### config.mk
export PLATFORM = sky130hd
export DESIGN_NAME = dbg_mem_ctrl
export DESIGN_NICKNAME = d
export VERILOG_FILES = /design/src/rtl/dbg_mem_ctrl.sv
export SDC_FILE = /design/constraint.sdc
export NUM_CORES = 1
export LEC_CHECK = 0
export BUFFER_PORTS_ARGS = -buffer_cell sky130_fd_sc_hd__buf_4
export CORE_AREA = 2 2 109 111
export CTS_CLUSTER_DIAMETER = 120
export DETAILED_ROUTE_END_ITERATION = 10
export DIE_AREA = 0 0 111 113
export PLACE_DENSITY = 0.76
export RECOVER_POWER = 25
export SYNTH_ARGS = -nofsm -noshare
export SYNTH_HDL_FRONTEND = slang
export SYNTH_SLANG_ARGS = --single-unit
### constraint.sdc
create_clock -name CLK -period 2.4 [get_ports CLK]
set_input_delay 0.6 -clock CLK [delete_from_list [all_inputs] [get_ports CLK]]
set_output_delay 0.6 -clock CLK [all_outputs]
set_load 0.02 [all_outputs]
### src/rtl/dbg_mem_ctrl.sv
// dbg_mem_ctrl: debug/loader controller in front of the SoC main memory port.
// Shares the single memory port between the CPU and a host command channel.
// Sequences CPU reset around program loading: halt, load or inspect words, run.
//
// state    | meaning
// ---------+-----------------------------------------------------------------
// RUN      | CPU owns the memory port and is out of reset
// DRAIN    | CPU held in reset for one cycle so an in-flight CPU read completes
// HALTED   | debug owns the port, CPU in reset, waiting for commands
// WR       | debug write issued to memory this cycle
// RD_ISS   | debug read strobe issued to memory this cycle
// RD_CAP   | memory read data captured onto the response
// RELEASE  | port handed back to the CPU, CPU reset still held (hold counter)
// RSP      | one-cycle error response, then back to the originating state

module dbg_mem_ctrl #(
    parameter logic [31:0] MEM_BASE  = 32'h0002_0000,
    parameter int unsigned MEM_WORDS = 2048,
    parameter int unsigned RST_HOLD  = 4,
    parameter bit          BOOT_RUN  = 1'b0
) (
    input  logic        CLK,
    input  logic        RES,

    input  logic        cmd_valid,
    output logic        cmd_ready,
    input  logic [1:0]  cmd_op,
    input  logic [31:0] cmd_adr,
    input  logic [31:0] cmd_dat,
    input  logic [3:0]  cmd_be,

    output logic        rsp_valid,
    output logic        rsp_err,
    output logic [31:0] rsp_dat,

    input  logic [31:0] cpu_adr,
    input  logic [31:0] cpu_do,
    input  logic [3:0]  cpu_wren,
    input  logic        cpu_rd,

    output logic [31:0] mem_adr,
    output logic [31:0] mem_do,
    output logic [3:0]  mem_wren,
    output logic        mem_rd,
    input  logic [31:0] mem_di,

    output logic        cpu_n_reset,
    output logic        dbg_active
);

    typedef enum logic [2:0] {
        ST_RUN,
        ST_DRAIN,
        ST_HALTED,
        ST_WR,
        ST_RD_ISS,
        ST_RD_CAP,
        ST_RELEASE,
        ST_RSP
    } state_t;

    localparam logic [1:0] OP_HALT  = 2'd0;
    localparam logic [1:0] OP_WRITE = 2'd1;
    localparam logic [1:0] OP_READ  = 2'd2;
    localparam logic [1:0] OP_RUN   = 2'd3;

    localparam int          HOLD_W    = 16;
    localparam logic [HOLD_W-1:0] HOLD_INIT = HOLD_W'(RST_HOLD - 1);

    // One past the last valid byte, in 33 bits so the compare cannot wrap.
    localparam logic [32:0] MEM_LO = {1'b0, MEM_BASE};
    localparam logic [32:0] MEM_HI = {1'b0, MEM_BASE} + (33'(MEM_WORDS) << 2);

    localparam state_t RESET_STATE = BOOT_RUN ? ST_RUN : ST_HALTED;
    localparam logic   RESET_NRST  = BOOT_RUN ? 1'b1 : 1'b0;

    state_t             state_q,       state_d;
    state_t             ret_q,         ret_d;
    logic [31:0]        adr_q,         adr_d;
    logic [31:0]        dat_q,         dat_d;
    logic [3:0]         be_q,          be_d;
    logic [HOLD_W-1:0]  hold_q,        hold_d;
    logic               rsp_valid_q,   rsp_valid_d;
    logic               rsp_err_q,     rsp_err_d;
    logic               cpu_n_reset_q, cpu_n_reset_d;

    logic               cmd_fire;
    logic               adr_ok;
    logic               cpu_owns;

    // Command acceptance and address legality for WRITE/READ.
    always_comb begin
        cmd_ready = (state_q == ST_RUN) || (state_q == ST_HALTED);
        cmd_fire  = cmd_valid && cmd_ready;
        adr_ok    = (cmd_adr[1:0] == 2'b00)
                 && ({1'b0, cmd_adr} >= MEM_LO)
                 && ({1'b0, cmd_adr} <  MEM_HI);
    end

    // Next-state, latched command fields, response and CPU reset control.
    always_comb begin
        state_d       = state_q;
        ret_d         = ret_q;
        adr_d         = adr_q;
        dat_d         = dat_q;
        be_d          = be_q;
        hold_d        = hold_q;
        rsp_valid_d   = 1'b0;
        rsp_err_d     = 1'b0;
        cpu_n_reset_d = cpu_n_reset_q;

        case (state_q)
            ST_RUN: begin
                if (cmd_fire) begin
                    case (cmd_op)
                        OP_HALT: begin
                            state_d       = ST_DRAIN;
                            cpu_n_reset_d = 1'b0;
                        end
                        OP_RUN: begin
                            rsp_valid_d = 1'b1;
                        end
                        default: begin
                            // Memory access while the CPU runs is refused.
                            state_d     = ST_RSP;
                            ret_d       = ST_RUN;
                            rsp_valid_d = 1'b1;
                            rsp_err_d   = 1'b1;
                        end
                    endcase
                end
            end

            ST_DRAIN: begin
                state_d     = ST_HALTED;
                rsp_valid_d = 1'b1;
            end

            ST_HALTED: begin
                if (cmd_fire) begin
                    case (cmd_op)
                        OP_HALT: begin
                            rsp_valid_d = 1'b1;
                        end
                        OP_WRITE: begin
                            if (adr_ok) begin
                                state_d     = ST_WR;
                                adr_d       = cmd_adr;
                                dat_d       = cmd_dat;
                                be_d        = cmd_be;
                                rsp_valid_d = 1'b1;
                            end else begin
                                state_d     = ST_RSP;
                                ret_d       = ST_HALTED;
                                rsp_valid_d = 1'b1;
                                rsp_err_d   = 1'b1;
                            end
                        end
                        OP_READ: begin
                            if (adr_ok) begin
                                state_d = ST_RD_ISS;
                                adr_d   = cmd_adr;
                            end else begin
                                state_d     = ST_RSP;
                                ret_d       = ST_HALTED;
                                rsp_valid_d = 1'b1;
                                rsp_err_d   = 1'b1;
                            end
                        end
                        default: begin
                            state_d = ST_RELEASE;
                            hold_d  = HOLD_INIT;
                        end
                    endcase
                end
            end

            ST_WR: begin
                state_d = ST_HALTED;
            end

            ST_RD_ISS: begin
                state_d     = ST_RD_CAP;
                rsp_valid_d = 1'b1;
            end

            ST_RD_CAP: begin
                state_d = ST_HALTED;
            end

            ST_RELEASE: begin
                if (hold_q == '0) begin
                    state_d       = ST_RUN;
                    cpu_n_reset_d = 1'b1;
                    rsp_valid_d   = 1'b1;
                end else begin
                    hold_d = hold_q - 1'b1;
                end
            end

            ST_RSP: begin
                state_d = ret_q;
            end

            default: begin
                state_d = RESET_STATE;
            end
        endcase
    end

    // State and output registers; synchronous reset abandons any operation silently.
    always_ff @(posedge CLK) begin
        if (RES) begin
            state_q       <= RESET_STATE;
            ret_q         <= RESET_STATE;
            adr_q         <= '0;
            dat_q         <= '0;
            be_q          <= '0;
            hold_q        <= '0;
            rsp_valid_q   <= 1'b0;
            rsp_err_q     <= 1'b0;
            cpu_n_reset_q <= RESET_NRST;
        end else begin
            state_q       <= state_d;
            ret_q         <= ret_d;
            adr_q         <= adr_d;
            dat_q         <= dat_d;
            be_q          <= be_d;
            hold_q        <= hold_d;
            rsp_valid_q   <= rsp_valid_d;
            rsp_err_q     <= rsp_err_d;
            cpu_n_reset_q <= cpu_n_reset_d;
        end
    end

    // Memory port mux and response outputs. Read data arrives one cycle after the
    // strobe, so it is steered straight from mem_di during RD_CAP rather than re-registered.
    always_comb begin
        cpu_owns = (state_q == ST_RUN) || (state_q == ST_RELEASE);
        if (cpu_owns) begin
            mem_adr  = cpu_adr;
            mem_do   = cpu_do;
            mem_wren = cpu_wren;
            mem_rd   = cpu_rd;
        end else begin
            mem_adr  = adr_q;
            mem_do   = dat_q;
            mem_wren = (state_q == ST_WR) ? be_q : 4'b0000;
            mem_rd   = (state_q == ST_RD_ISS);
        end
        rsp_valid   = rsp_valid_q;
        rsp_err     = rsp_err_q;
        rsp_dat     = (state_q == ST_RD_CAP) ? mem_di : 32'h0;
        cpu_n_reset = cpu_n_reset_q;
        dbg_active  = (state_q != ST_RUN);
    end

endmodule

# Word level (Yosys, flattened, before mapping)
# Cells that the tools add are included.
[totals]
register_bits = 93
inputBits = 174
output_inout_bits = 106
word_cells = 98
[classes]
add_sub_neg = 1
n_lt_le_gt_ge = 2
n_eq_ne = 21
muxes = 40
n_reduce_logical = 25
[ops]
columns = ["cell", "count"]
rows = [
  ["2-to-1 mux 32 bit", 3],
  ["2-to-1 mux 16 bit", 3],
  [">= comparator 32 x 18 -> 1 bit (second input constant)", 1],
  ["< comparator 32 x 18 -> 1 bit (second input constant)", 1],
  ["one-hot mux 16 bit (2 select lines)", 1],
  ["2-to-1 mux 3 bit", 9],
  ["inequality test 2 bit (second input constant)", 10],
  ["one-hot mux 3 bit (6 select lines)", 1],
  ["zero test 16 bit", 1],
  ["AND reduction 4 bit", 4],
  ["subtractor 16 x 1 -> 16 bit (second input constant)", 1],
  ["2-to-1 mux 1 bit", 13],
  ["== test 3 bit (second input constant)", 4],
  ["one-hot mux 3 bit (2 select lines)", 2],
  ["one-hot mux 3 bit (3 select lines)", 1],
  ["2-to-1 mux 4 bit", 2],
  ["OR reduction 2 bit", 4],
  ["== test 3 x 2 -> 1 bit (second input constant)", 2],
  ["one-hot mux 1 bit (2 select lines)", 3],
  ["AND reduction 6 bit", 1],
  ["nonzero test 2 bit", 3],
  ["OR reduction 3 bit", 2],
  ["AND reduction 5 bit", 1],
  ["== test 2 bit (second input constant)", 2],
  ["10 further kinds", 14],
]

# Logic depth before layout (Yosys ltp)
# Gate-level depths: netlist (run 1).
[depth]
ltp_word = 7
ltp_mapped = 8
mapped_depth_nobuf = 7

# Worst setup path after synthesis (run 1)
# No wires, ideal clock.
[synth_path]
path_kind = "register to output"
startpoint = "register state_q[1]"
endpoint = "output mem_adr[0]"
arrival_ps = 1864
required_time_ps = 1800
slack_ps = -64
stages_incl_launch_ff = 6
path_buffers = 1
cell_sequence = "dfxtp_1 -> nor3_1 -> inv_1 -> nand2_1 -> buf_2 -> mux2_2"
[synth_via]
elab_chain_len = 3
elab_cells_between_ends = 4
classes_between = "1 x eq/ne; 1 x mux; 2 x reduce/logical"
[synth_rtl]
columns = ["element", "line", "rtl"]
rows = [
  ["from (decl)", "77", "state_t state_q, state_d;"],
  ["from (signal assigned)", "224", "state_q <= state_d;"],
  ["== test 3 bit / zero test 3 bit (equally long branches)", "239", "cpu_owns = (state_q == ST_RUN) || (state_q == ST_RELEASE);"],
  ["logical OR 1 bit (*)", "239", ""],
  ["2-to-1 mux 32 bit (*)", "240", "if (cpu_owns) begin"],
  ["to (decl)", "41", "output logic [31:0] mem_adr,"],
]
# Every way passes the cells marked *; elsewhere a longest branch is shown, timed or not.

# Worst setup path after layout (run 1)
[layout_path]
startpoint = "register state_q[0]"
endpoint = "output mem_adr[21]"
# The elaborated chain is that of the path after synthesis.

==> reports/qor.txt, run 1 <==
Layout Cells excl Fill: 976
Reg2Reg Setup Slack: 180 ps
Core ar.: 0.0113 sq mm
power share of the clock group: 0.183
first-pass detailed-route iteration total: 4
row cnt: 39
DP Cell Count: 944
die height: 113 um
Finish-stage setup viols: 64
initial antenna violation count: 0
Synth cell types: 53
Avg Inst Size Synth: 8.70 sq um
post-route setup slack: -104 ps
P_int: 5250 uW
share of the yosys chip area belonging to registers: 0.392
pin count of the biggest net entering global routing: 37
Register-to-Register Path Depth: 8
CTS root buf: clkbuf_16
IO Count: 280
Vias: 4988
Flop pwr share: 0.213
busiest grt layer: met2
grt ovf: 0
CP endpoint: mem_adr[21]
top-area cell type share of the netlist area: 0.392
CTS H-Tree Depth: 3
status: finished with violations
Max Clock Freq: 399 MHz
share of synthesized flip-flops with an asynchronous set or reset: 0
Worst path max stage delay: 370 ps
WL final: 16400 um
Global Route Usage Sum: 0.224
# clock sinks: 91
R2R Path Start: state_q[0]
Clock Pin Slew Worst Setup and Hold Paths: 70 ps
Crit path arrival time: 1900 ps
TritonCTS buffer count: 9
width of the die: 111 um
post-layout min period: 2500 ps
cts hold-fix bufs: 0
clock skew: 6.91 ps
Max clock buf depth: 2
CTS tree: done
Max transition margin: 0.366
Yosys reg bits: 91
Critical Path RT: 1800 ps
ANT cells: 0
YS warnings: 0
M1 GR Usage: 0.251
vias in the first global route: 4701
Crit path depth: 6
CP delay by family, top: buffers and inverters
final hold vios: 0
Initial Util: 0.412
Crit Path Category: flop to output port
slowest CP cell: dfxtp_4
final net count: 1008
Synth area leaders: dfxtp_1, mux2_2, and2_1
met2 Use GR: 0.421
CP endpoint kind: output port
RSZ-0062 raised after global routing: true
Synth Net Count: 714
fin. max-slew vios: 0
WL per Instance: 16.8 um
HP Class: flop to flop
Slew @ Worst Pin: 947 ps
synthesized area: 0.00465 sq mm
routability cong.: 0.868
first-pass GRT wire length: 23000 um
post-DP HPWL: 11200 um
fill count: 827
setup TNS: -4240 ps
Switch Pwr: 3180 uW
Crit Path Max Fanout: 7
Post-Synthesis Cells: 534
Leak: 0.00356 uW
met3 Track Usage GR: 0.0637
combinational group share of total power: 0.604
Sw Share: 0.377
Port Buf Inserts: 279
most used cell, CP: buf_6
crit-path cells: nand3b_1 -> buf_6 -> nand2_8 -> clkbuf_16 -> mux2_2 -> buf_6
crit path launch type: flop
layout cells sized above 1: 0.486
number of remaining DRC errors: 0
EDFF count, synth: 0
Detail Route Antenna Nets: 0
die area: 0.0125 sq mm
post-synth top area cell: dfxtp_1
Post-synth top flop: dfxtp_1
Worst VDD drop: 605 uV
failing checks: setup timing
clk_lat worst skew: 340 ps
Cell Pwr Density: 1070 mW/mm^2
Tcrit/Tclk final: 1.04
R2R Path End: hold_q[13]
Max-Cap Viols: 0
initial drt markers: 285
Via density: 5.11
worst path buffer plus inverter count: 3
area delta synth->final: 69.4%
CP Launch Point: state_q[0]
-- worst min-delay path by stage --
stage	end	slack, ps	startpoint	cells past startpoint
after detailed placement	adr_q[22]	440	adr_q[22]	1
after floorplan	adr_q[0]	430	adr_q[0]	1
after CTS	dat_q[6]	450	dat_q[6]	2
after global routing	dat_q[9]	470	dat_q[9]	2
after global placement	dat_q[6]	440	dat_q[6]	2
final	dat_q[3]	460	dat_q[3]	2
-- layer usage --
layer	routed length (um)	part of all wire	vias to the layer above
met5	0	0	-
met4	249	0.015	0
met3	1220	0.075	20
met2	8650	0.53	220
met1	6270	0.38	2323
li1	-	-	2425
-- placed cells by master (no fill, tap or decap), drive strengths merged, types with 10 or more instances in the layout --
| master | instances |
|---|---|
| a21oi | 49 |
| and2 | 53 |
| buf | 300 |
| clkbuf | 27 |
| dfxtp | 91 |
| mux2 | 64 |
| mux2i | 11 |
| nand2 | 86 |
| nor2 | 37 |
| nor4 | 10 |
| o21ai | 11 |
-- stage by stage --
stage	area, sq um	hold WS [ps]	utilization	worst slack [ps]	power [uW]
2_1_floorplan	4650	426	-	99.8	4240
3_3_place_gp	7000	437	0.621	49.1	5680
3_5_place_dp	7000	444	0.621	-31.8	5750
4_1_cts	7410	453	0.657	-99.4	7510
5_1_grt	7870	468	0.699	-141	8790
6_report	7870	456	0.699	-104	8430
-- cells in the mapped netlist, types with 2 or more instances --
cell and instances:
nor2_1 36, nand4_1 2, nor4b_1 2, inv_1 9, nor3_1 8, and2_1 53, or3_1 4, dfxtp_1 91
o211ai_1 5, a22oi_1 5, nand2_1 85, nor2b_1 2, mux2i_1 11, clkbuf_1 17, ha_1 6, a211oi_1 3
nand2b_1 2, nand3b_1 2, nor4_1 8, mux2_2 64, nand3_1 4, a21oi_1 49, or2_2 2, o31ai_1 2
xor2_1 9, buf_2 15, or4_1 2, o21ai_0 11
-- power by group through the flow --
stage | clock [uW] | sequential [uW] | combinational, uW
2_1_floorplan | 0 | 1810 | 2440
6_report | 1540 | 1790 | 5090
3_3_place_gp | 0 | 1800 | 3880
4_1_cts | 1560 | 1780 | 4160
3_5_place_dp | 0 | 1810 | 3940
5_1_grt | 1620 | 1810 | 5360
-- flip-flops by register name (all words and copies together) (netlist names) --
| signal | count |
|---|---|
| adr_q | 32 |
| be_q | 4 |
| cpu_n_reset | 1 |
| dat_q | 32 |
| hold_q | 16 |
| ret_q | 1 |
| rsp_err | 1 |
| rsp_valid | 1 |
| state_q | 3 |
-- cell type report --
class	instances	area [sq um]	area share
tap	143	179	0.0227
inverter	9	33.8	0.00429
clock buffer	12	256	0.0326
timing repair buffer	315	2670	0.339
sequential	91	1830	0.232
clock inverter	4	72.6	0.00922
multi-input combinational	402	2840	0.360
-- what timing repair did --
item | in CTS | in global routing
gates cloned | 2 | 8
setup buffers | 2 | 4
gates resized for setup | 6 | 84
endpoints found under the setup margin | 96 | 98
pin swaps | 0 | 2
-- worst reg2reg max path: cells and delay by family, from the launching register on --
kind            cells  cell delay [ps]
simple gates        3              990
buf+inv             3              510
flops               1              370
compound gates      2              280
-- logic make-up (layout without fill, tap and decap cells) --
group                      after synthesis  count (layout)  synth area share
muxes                                   75              75             0.179
and+or+nand+nor                        225             226             0.249
adders and majority gates                6               6            0.0162
AOI/OAI and AO/OA                       86              86             0.108
xor gates and xnor gates                 9               9            0.0170
DFF                                     91              91             0.392
buffers and inverters                   42             340            0.0388
Note: power is estimated with default switching activity, not from simulation.
==> inputs of run 2 (changes only) <==
--- a/config.mk
+++ b/config.mk
@@ -10,6 +10,7 @@
 export CTS_CLUSTER_DIAMETER = 120
 export DETAILED_ROUTE_END_ITERATION = 10
 export DIE_AREA = 0 0 111 113
+export HOLD_SLACK_MARGIN = 0.15
 export PLACE_DENSITY = 0.76
 export RECOVER_POWER = 25
 export SYNTH_ARGS = -nofsm -noshare
==> constraint.sdc (replaced) <==
create_clock -name CLK -period 3 [get_ports CLK]
set_input_delay 0.75 -clock CLK [delete_from_list [all_inputs] [get_ports CLK]]
set_output_delay 0.75 -clock CLK [all_outputs]
set_load 0.02 [all_outputs]
==> run 2 against run 1 <==
Sequential share of layout area grew 2.2 points. Clock-buffer cell count shrank 2. Power shrank 34%. Register-to-register slack gained 380 ps. Design area shrank 9.0%. Worst setup slack gained 280 ps. Final cell count shrank 2.0%. Routed wire length shrank 13%. Sequential power shrank 21%. The run now ends clean. Hold slack lost 2.9 ps. Die area is the same. Critical path type unchanged. Clock power shrank 27%.
==> reports/qor.txt, run 2 (synthesis results as in run 1) <==
post-layout min period: 2820 ps
biggest registers after layout: adr_q x32, dat_q x32, hold_q x16
DR top layer: met4
Max-Cap Viols: 0 (unchanged)
Post-Route M1 WL: 5370 um (-14%)
Initial Util: 0.412 (unchanged)
Reg2Reg Setup Slack: 560 ps (+380 ps)
Register-to-Register Path Depth: 7 (-1)
row cnt: 39 (unchanged)
IO Count: 280 (unchanged)
# clock sinks: 91 (unchanged)
grt ovf: 0 (unchanged)
Vias: 4763 (-4.5%)
Cell Pwr Density: 779 mW/mm^2 (-27%)
setup bufs post-CTS: 0 (-2)
Critical Path RT: 2250 ps (+450 ps)
pin count of the biggest net entering global routing: 37 (unchanged)
Slew @ Worst Pin: 905 ps (-42.7 ps)
commonest non-fill, non-tap cell in the layout: buf_4
cell area after layout: 0.00716 sq mm (-9.0%)
Reg area: 0.00182 sq mm (-0.34%)
fin. max-slew vios: 0 (unchanged)
final net count: 988 (-2.0%)
initial antenna violation count: 0 (unchanged)
post-DP HPWL: 11300 um (+1.5%)
hold endpoint: be_q[3]
clk_lat worst skew: 330 ps (about the same)
clock skew: 7.07 ps (+0.161 ps)
CTS tree: done
Global Route Usage Sum: 0.217 (-0.00755)
Leak: 0.00324 uW (-8.9%)
first-pass detailed-route iteration total: 4 (unchanged)
cts hold-fix bufs: 0 (unchanged)
hold wc startpoint: be_q[3]
layout cells sized above 1: 0.458 (-0.0286)
HP Class: flop to flop
Max transition margin: 0.397 (+0.0308)
Crit Path Category: flop to output port
TritonCTS buffer count: 9 (unchanged)
Via density: 4.98 (-2.5%)
post_cts resized: 0 (-6)
R2R Path End: adr_q[6]
WL final: 14300 um (-13%)
Finish-stage setup viols: 0 (-100%)
first-pass GRT wire length: 22400 um (-2.7%)
WL per Instance: 15.0 um (-11%)
CP endpoint kind: output port
CTS root buf: clkbuf_16
ANT cells: 0 (unchanged)
die height: 113 um (unchanged)
initial drt markers: 168 (-41%)
crit path launch type: flop
Crit Path Max Fanout: 28 (+21)
setup TNS: 0 ps (+4240 ps)
Worst VDD drop: 595 uV (-1.7%)
vias in the first global route: 4718 (+0.36%)
hold-critical path depth: 2 (unchanged)
number of remaining DRC errors: 0 (unchanged)
multi-input logic area: 0.00264 sq mm (-6.9%)
Clock Pin Slew Worst Setup and Hold Paths: 60 ps (about the same)
Port Buf Inserts: 279 (unchanged)
fill count: 957 (+16%)
RSZ-0062 raised after global routing: false
width of the die: 111 um (unchanged)
met3 WL: 970 um (-21%)
area delta synth->final: 54.1%
Core ar.: 0.0113 sq mm (unchanged)
final hold vios: 0 (unchanged)
Max Clock Freq: 355 MHz
status: completed
Detail Route Antenna Nets: 0 (unchanged)
CTS H-Tree Depth: 3 (unchanged)
Max clock buf depth: 2 (unchanged)
most frequent cells in the layout: buf_4, dfxtp_1, nand2_1
Met2 Wirelength: 7850 um (-9.2%)
Crit path arrival time: 2070 ps (+170 ps)
area post-placement: 0.00693 sq mm (-1.0%)
Tcrit/Tclk final: 0.940
die area: 0.0125 sq mm (unchanged)
routability cong.: 0.909 (+4.8%)
R2R Path Start: state_q[1]
==> run 2: cell types whose count changed in the layout (fill, tap and decap cells not counted), sizes merged <==
cell      change
inv           +2
bufinv        -1
buf          -19
clkinvlp      +1
nand2         -1
clkbuf        -2
==> run 2: worst max-delay path by stage <==
| stage | startpoint | endpoint | slack (ps) | cells past startpoint |
|---|---|---|---|---|
| 2_1_floorplan | state_q[1] | mem_adr[0] | 390 | 5 |
| 3_3_place_gp | cmd_adr[22] | dat_q[11] | 510 | 7 |
| 3_5_place_dp | cmd_adr[19] | adr_q[6] | 470 | 8 |
| 4_1_cts | state_q[1] | mem_do[15] | 170 | 6 |
| 5_1_grt | cmd_adr[29] | adr_q[6] | 80 | 8 |
| 6_report | state_q[1] | mem_do[15] | 180 | 6 |
==> run 2: layout make-up <==
class / instances / share of cell area
multi-input cells: 401 / 0.368
repair buffers: 296 / 0.306
flip-flops and latches: 91 / 0.254
clock buffers: 10 / 0.0320
well taps: 143 / 0.0250
clock inverters: 6 / 0.00995
inverters: 9 / 0.00472
==> run 2: metal layers <==
metal  up-vias  global-route usage
li1       2387                   -
met1      2179               0.241
met2       183               0.413
met3        14              0.0493
met4         0              0.0633
met5         -                   0
==> run 2: worst max-delay path, cell delays in order (launching register included) <==
cell and delay (ps):
dfxtp_1 320, nor3_1 260, inv_1 140, nand2_2 110
buf_4 340, mux2_2 400, buf_4 160
==> run 2: per-stage QoR <==
| step | std cells | util | worst slack (ps) | hold slack [ps] | power [uW] |
|---|---|---|---|---|---|
| 2_1_floorplan | 534 | - | 386 | 426 | 3390 |
| 3_3_place_gp | 940 | 0.614 | 511 | 438 | 4470 |
| 4_1_cts | 956 | 0.641 | 170 | 455 | 5670 |
| 3_5_place_dp | 940 | 0.614 | 473 | 444 | 4540 |
| 6_report | 956 | 0.636 | 180 | 453 | 5580 |
| 5_1_grt | 956 | 0.636 | 75.5 | 471 | 5890 |
==> run 2: power by group <==
part,switching (uW),internal [uW]
Clock,468,653
Combinational,1600,1440
Sequential,108,1310
